File: config.mk
export PLATFORM = sky130hd
export DESIGN_NAME = alu_share_arbiter
export DESIGN_NICKNAME = d
export VERILOG_FILES = /design/src/rtl/alu_pkg.sv /design/src/rtl/rr_arbiter.sv /design/src/rtl/alu_share_arbiter.sv
export SDC_FILE = /design/constraint.sdc
export NUM_CORES = 1
export LEC_CHECK = 0
export CELL_PAD_IN_SITES_DETAIL_PLACEMENT = 0
export CELL_PAD_IN_SITES_GLOBAL_PLACEMENT = 1
export CORE_MARGIN = 8
export CORE_UTILIZATION = 27
export DETAILED_ROUTE_END_ITERATION = 12
export PLACE_DENSITY = 0.95
export SETUP_SLACK_MARGIN = 0.2
export SYNTH_ARGS = -nofsm -noshare
export SYNTH_HDL_FRONTEND = slang
export SYNTH_SLANG_ARGS = --single-unit
File: constraint.sdc
create_clock -name clk -period 5 [get_ports clk]
set_input_delay 1 -clock clk [delete_from_list [all_inputs] [get_ports clk]]
set_output_delay 1 -clock clk [all_outputs]
set_load 0.02 [all_outputs]
File: src/rtl/alu_pkg.sv
// Shared definitions for the shared-ALU arbiter: opcodes, flag bit positions, FSM states.
// Latency: n/a (types, constants and a pure helper function only).
// Backpressure: n/a.
package alu_pkg;

    localparam logic [5:0] ALUC_ADD  = 6'b100000;
    localparam logic [5:0] ALUC_ADDU = 6'b100001;
    localparam logic [5:0] ALUC_SUB  = 6'b100010;
    localparam logic [5:0] ALUC_SUBU = 6'b100011;
    localparam logic [5:0] ALUC_AND  = 6'b100100;
    localparam logic [5:0] ALUC_OR   = 6'b100101;
    localparam logic [5:0] ALUC_XOR  = 6'b100110;
    localparam logic [5:0] ALUC_NOR  = 6'b100111;
    localparam logic [5:0] ALUC_SLT  = 6'b101010;
    localparam logic [5:0] ALUC_SLTU = 6'b101011;
    localparam logic [5:0] ALUC_SLL  = 6'b000000;
    localparam logic [5:0] ALUC_SRL  = 6'b000010;
    localparam logic [5:0] ALUC_SRA  = 6'b000011;
    localparam logic [5:0] ALUC_SLLV = 6'b000100;
    localparam logic [5:0] ALUC_SRLV = 6'b000110;
    localparam logic [5:0] ALUC_SRAV = 6'b000111;
    localparam logic [5:0] ALUC_LUI  = 6'b001111;

    // Flag vector is {zero, carry, negative, overflow, flag}
    localparam int FLG_W     = 5;
    localparam int FLG_ZERO  = 4;
    localparam int FLG_CARRY = 3;
    localparam int FLG_NEG   = 2;
    localparam int FLG_OVF   = 1;
    localparam int FLG_FLAG  = 0;

    typedef enum logic [1:0] {
        ST_IDLE = 2'd0,
        ST_EXEC = 2'd1,
        ST_RESP = 2'd2
    } state_t;

    // True for opcodes the shared ALU implements; anything else is reported as an error
    function automatic logic aluc_supported(input logic [5:0] aluc);
        case (aluc)
            ALUC_ADD, ALUC_ADDU, ALUC_SUB, ALUC_SUBU,
            ALUC_AND, ALUC_OR, ALUC_XOR, ALUC_NOR,
            ALUC_SLT, ALUC_SLTU,
            ALUC_SLL, ALUC_SRL, ALUC_SRA,
            ALUC_SLLV, ALUC_SRLV, ALUC_SRAV,
            ALUC_LUI: aluc_supported = 1'b1;
            default:  aluc_supported = 1'b0;
        endcase
    endfunction

endpackage

File: src/rtl/rr_arbiter.sv
// Round-robin picker: first valid requester at or after ptr, wrapping; one-hot grant + index.
// Latency: purely combinational.
// Backpressure: none; caller gates the grant with its own accept condition.
module rr_arbiter #(
    parameter int NREQ = 2,
    parameter int IW   = 1
) (
    input  logic [NREQ-1:0] valid,
    input  logic [IW-1:0]   ptr,
    output logic [NREQ-1:0] grant,
    output logic [IW-1:0]   idx
);

    logic [IW-1:0] sel;
    logic          found;

    // Scan from ptr upward, wrapping, and take the first valid requester
    always_comb begin
        grant = '0;
        idx   = '0;
        found = 1'b0;
        sel   = '0;
        for (int k = 0; k < NREQ; k++) begin
            sel = IW'((int'(ptr) + k) % NREQ);
            if (!found && valid[sel]) begin
                found      = 1'b1;
                grant[sel] = 1'b1;
                idx        = sel;
            end
        end
    end

endmodule

File: src/rtl/alu_share_arbiter.sv
// Shares one combinational ALU between NREQ requesters with round-robin grant.
// Latency: accept cycle n -> ALU driven in n+1 -> resp_valid from cycle n+2; max 1 op / 3 cycles.
// Backpressure: result held until resp_ready of the granted requester; req_ready low meanwhile.
module alu_share_arbiter
    import alu_pkg::*;
#(
    parameter int NREQ = 2,
    parameter int W    = 32
) (
    input  logic                 clk,
    input  logic                 rst,
    input  logic [NREQ-1:0]      req_valid,
    output logic [NREQ-1:0]      req_ready,
    input  logic [NREQ*W-1:0]    req_a,
    input  logic [NREQ*W-1:0]    req_b,
    input  logic [NREQ*6-1:0]    req_aluc,
    output logic [W-1:0]         alu_a,
    output logic [W-1:0]         alu_b,
    output logic [5:0]           alu_aluc,
    input  logic [W-1:0]         alu_r,
    input  logic [FLG_W-1:0]     alu_flags,
    output logic [NREQ-1:0]      resp_valid,
    input  logic [NREQ-1:0]      resp_ready,
    output logic [W-1:0]         resp_r,
    output logic [FLG_W-1:0]     resp_flags,
    output logic                 resp_err
);

    localparam int IW = (NREQ > 1) ? $clog2(NREQ) : 1;

    state_t        state;
    logic [IW-1:0] rr_ptr;
    logic [IW-1:0] grant_idx;
    logic [IW-1:0] arb_idx;
    logic [NREQ-1:0] arb_grant;
    logic [W-1:0]  lat_a;
    logic [W-1:0]  lat_b;
    logic [5:0]    lat_aluc;
    logic          accept;

    rr_arbiter #(
        .NREQ (NREQ),
        .IW   (IW)
    ) u_rr_arbiter (
        .valid (req_valid),
        .ptr   (rr_ptr),
        .grant (arb_grant),
        .idx   (arb_idx)
    );

    // Grant is only offered while idle; reset also masks it so nothing is accepted that cycle
    assign req_ready = (state == ST_IDLE && !rst) ? arb_grant : '0;
    assign accept    = |(req_valid & req_ready);

    // ALU inputs come straight from the operand latches, so they stay quiet while idle
    assign alu_a    = lat_a;
    assign alu_b    = lat_b;
    assign alu_aluc = lat_aluc;

    // Control FSM: latch on accept, capture ALU outputs after one EXEC cycle, hold until taken
    always_ff @(posedge clk) begin
        if (rst) begin
            state      <= ST_IDLE;
            rr_ptr     <= '0;
            grant_idx  <= '0;
            lat_a      <= '0;
            lat_b      <= '0;
            lat_aluc   <= ALUC_ADD;
            resp_valid <= '0;
            resp_r     <= '0;
            resp_flags <= '0;
            resp_err   <= 1'b0;
        end else begin
            case (state)
                ST_IDLE: begin
                    if (accept) begin
                        lat_a     <= req_a[arb_idx*W +: W];
                        lat_b     <= req_b[arb_idx*W +: W];
                        lat_aluc  <= req_aluc[arb_idx*6 +: 6];
                        grant_idx <= arb_idx;
                        state     <= ST_EXEC;
                    end
                end
                ST_EXEC: begin
                    resp_valid <= NREQ'(1) << grant_idx;
                    // Unsupported opcodes still drive the ALU, but its output is discarded
                    if (aluc_supported(lat_aluc)) begin
                        resp_r     <= alu_r;
                        resp_flags <= alu_flags;
                        resp_err   <= 1'b0;
                    end else begin
                        resp_r     <= '0;
                        resp_flags <= '0;
                        resp_err   <= 1'b1;
                    end
                    state <= ST_RESP;
                end
                ST_RESP: begin
                    if (resp_ready[grant_idx]) begin
                        resp_valid <= '0;
                        rr_ptr     <= (grant_idx == IW'(NREQ - 1)) ? '0 : grant_idx + 1'b1;
                        state      <= ST_IDLE;
                    end
                end
                default: state <= ST_IDLE;
            endcase
        end
    end

endmodule

==> results.json <==
{
  "setup_tns_ps": 0,
  "cts_made_buffers": 17,
  "syn_to_final_growth_pct": 73.3,
  "nNetsFinal": 1051,
  "max-cap-violations": 0,
  "wl_um": 19000,
  "avgRoutedWirePerCell_um": 17.2,
  "fp.dieH_um": 150,
  "vias": 5393,
  "grt_pass1_wl_um": 29100,
  "cts_setup_buffers": 0,
  "yosys_warnings": 0,
  "synth_most_common_cell": "dfxtp_1",
  "crit_start": "rst",
  "grt_overflow": 0,
  "relSlewSlack": 0.486,
  "rsz0062_at_grt": "no",
  "crit_path_start_kind": "primary input",
  "hpwl_um": 13500,
  "p_per_area_mw_per_mm2": 342,
  "worst_slew_pin_slew_ps": 771,
  "clock-skew-final_ps": 9.80,
  "regToRegStartpoint": "state[1]$_SDFFE_PP0P_",
  "worstPathArrival_ps": 2540,
  "grt_start_max_net_pins": 70,
  "whs_ps": 447,
  "dpl_cell_area_mm2": 0.00785,
  "synth_area_leaders": "dfxtp_1, a311oi_1, nand3_1",
  "route.detailed.vias_per_inst": 4.86,
  "fmax_ghz": 0.283,
  "postRouteAntennaNets": 0,
  "synth_ff_type": "dfxtp_1",
  "antenna_found_initial": 0,
  "die_w_um": 150,
  "grt_pass1_vias": 5355,
  "drtIter0Drc": 249,
  "synth_top_cell_by_area": "dfxtp_1",
  "end_kind": "output port",
  "setup_viol": 0,
  "synthTopCellsByCount": "dfxtp_1, nand2_1, nand3_1",
  "cp_data_required_time_ps": 4000,
  "slew_violations": 0,
  "cts.clk_slew.worst_paths_ps": 50,
  "p_leak_nw": 3.01,
  "fin_crit_ps": 3540,
  "synth_top_area_frac": 0.476,
  "ir_worst_vdd_mv": 0.230,
  "timing.final.crit_share": 0.707,
  "critPathKind": "primary input to output port",
  "nFillCells": 1732,
  "antenna_cells": 0,
  "route.detailed.drc": 0,
  "root_buffer": "clkbuf_16",
  "drt_first_pass_iters": 4,
  "clk_latency_ps": 400,
  "cts_num_sinks": 115,
  "io-pin-count": 295,
  "min-delay-start": "resp_r[5]$_SDFFE_PP0P_",
  "ys_ff_latch": 115,
  "synthArstFlopShare": 0,
  "synth-edff-count": 0,
  "io_buffers": 294,
  "fp.coreArea_mm2": 0.0178,
  "yosysSeqAreaShare": 0.476,
  "syn-cell-area_mm2": 0.00483,
  "synth_cell_types": 32,
  "syn-instance-count": 608,
  "place_congestion": 0.769,
  "dieArea_mm2": 0.0224,
  "initial_core_util": 0.272,
  "finalHoldViolCount": 0,
  "cts_tree": "yes",
  "synth_nets": 791,
  "std_cell_rows": 49,
  "path_max_fanout": 56,
  "cts.hold.buffers_added": 0,
  "worstHoldPathType": "flop to flop",
  "post_cts_resized": 0,
  "drive_above_1_share": 0.0556,
  "h-tree-depth": 4,
  "track_usage": 0.164,
  "synth_area_per_cell_um2": 7.95,
  "fin_area_mm2": 0.00838,
  "cts_buffer_depth": 2,
  "status": "finished, final reports clean"
}
-- sequential cells by signal, indices dropped and copies added (netlist names), named ones only --
name / count
alu_b: 32
state: 2
resp_valid: 2
resp_err: 1
resp_flags: 5
rr_ptr: 1
alu_aluc: 6
alu_a: 32
resp_r: 32
grant_idx: 1
-- per-stage QoR --
| stage | setup WS, ps | util | cells | total power, mW |
|---|---|---|---|---|
| 3_5_place_dp | 1450 | 0.441 | 1078 | 1.79 |
| 4_1_cts | 1450 | 0.471 | 1110 | 2.91 |
| 6_report | 1460 | 0.471 | 1110 | 2.87 |
| 2_1_floorplan | 2190 | - | 608 | 1.42 |
| 3_3_place_gp | 1450 | 0.441 | 1078 | 1.79 |
| 5_1_grt | 1400 | 0.471 | 1110 | 3.03 |
-- layer usage --
metal  vias to the layer above  share of wire  wire length, um  global-route usage
met3                        15           0.11             2190              0.0826
met4                         0          0.011              200              0.0415
li1                       2686              -                -                   -
met5                         -              0                0                   0
met1                      2449           0.40             7700               0.186
met2                       243           0.47             8950               0.268
-- placed cells by master, fill, tap and decap left out, types with 2 or more instances in the layout --
master	Yosys	layout
clkdlybuf4s50_1	0	292
dfxtp_1	115	115
nand2_1	108	107
nand3_1	106	106
nor2_1	76	76
a311oi_1	65	65
a21oi_1	44	44
clkbuf_16	0	17
buf_4	5	10
clkinv_2	0	7
o21ai_0	5	5
clkbuf_1	41	4
a311oi_2	3	3
inv_1	2	2
nor2b_1	3	2
a2111oi_0	2	2
clkinvlp_4	0	2
-- cell type report --
| class | count | area [um^2] | share of cell area |
|---|---|---|---|
| inverter | 3 | 11.3 | 0.00134 |
| sequential | 115 | 2300 | 0.275 |
| clock inverter | 11 | 88.8 | 0.0106 |
| tap | 229 | 287 | 0.0342 |
| clock buffer | 21 | 440 | 0.0526 |
| timing repair buffer | 303 | 3000 | 0.358 |
| multi-input combinational | 428 | 2250 | 0.268 |
-- kinds of logic (layout without fill, tap and decap cells) --
kind of cell	after synthesis	after routing	share of synthesized area
simple gates	301	301	0.269
flops	115	115	0.476
mux	1	1	0.00207
buf+inv	65	338	0.0606
compound gates	126	126	0.192
-- worst max-delay path, stage by stage --
cell and delay [ps]:
buf_4 290, or3_1 420, nor2_1 150, clkdlybuf4s50_1 660
-- where the power goes --
group / internal, mW / switching, mW / total [mW]
logic: 0.350 / 0.369 / 0.719
clock network: 0.676 / 0.425 / 1.10
registers: 1.00 / 0.0458 / 1.05
total: 2.03 / 0.840 / 2.87
-- final timing paths --
| check | end | depth (start not counted) | slack (ps) |
|---|---|---|---|
| min reg2reg | resp_r[5]$_SDFFE_PP0P_ | 2 | 450 |
| max reg2reg | alu_b[26]$_SDFFE_PP0N_ | 5 | 2570 |
| min | resp_r[5]$_SDFFE_PP0P_ | 2 | 450 |
| max | req_ready[0] | 4 | 1460 |
Power figures use the tool's default switching activity.
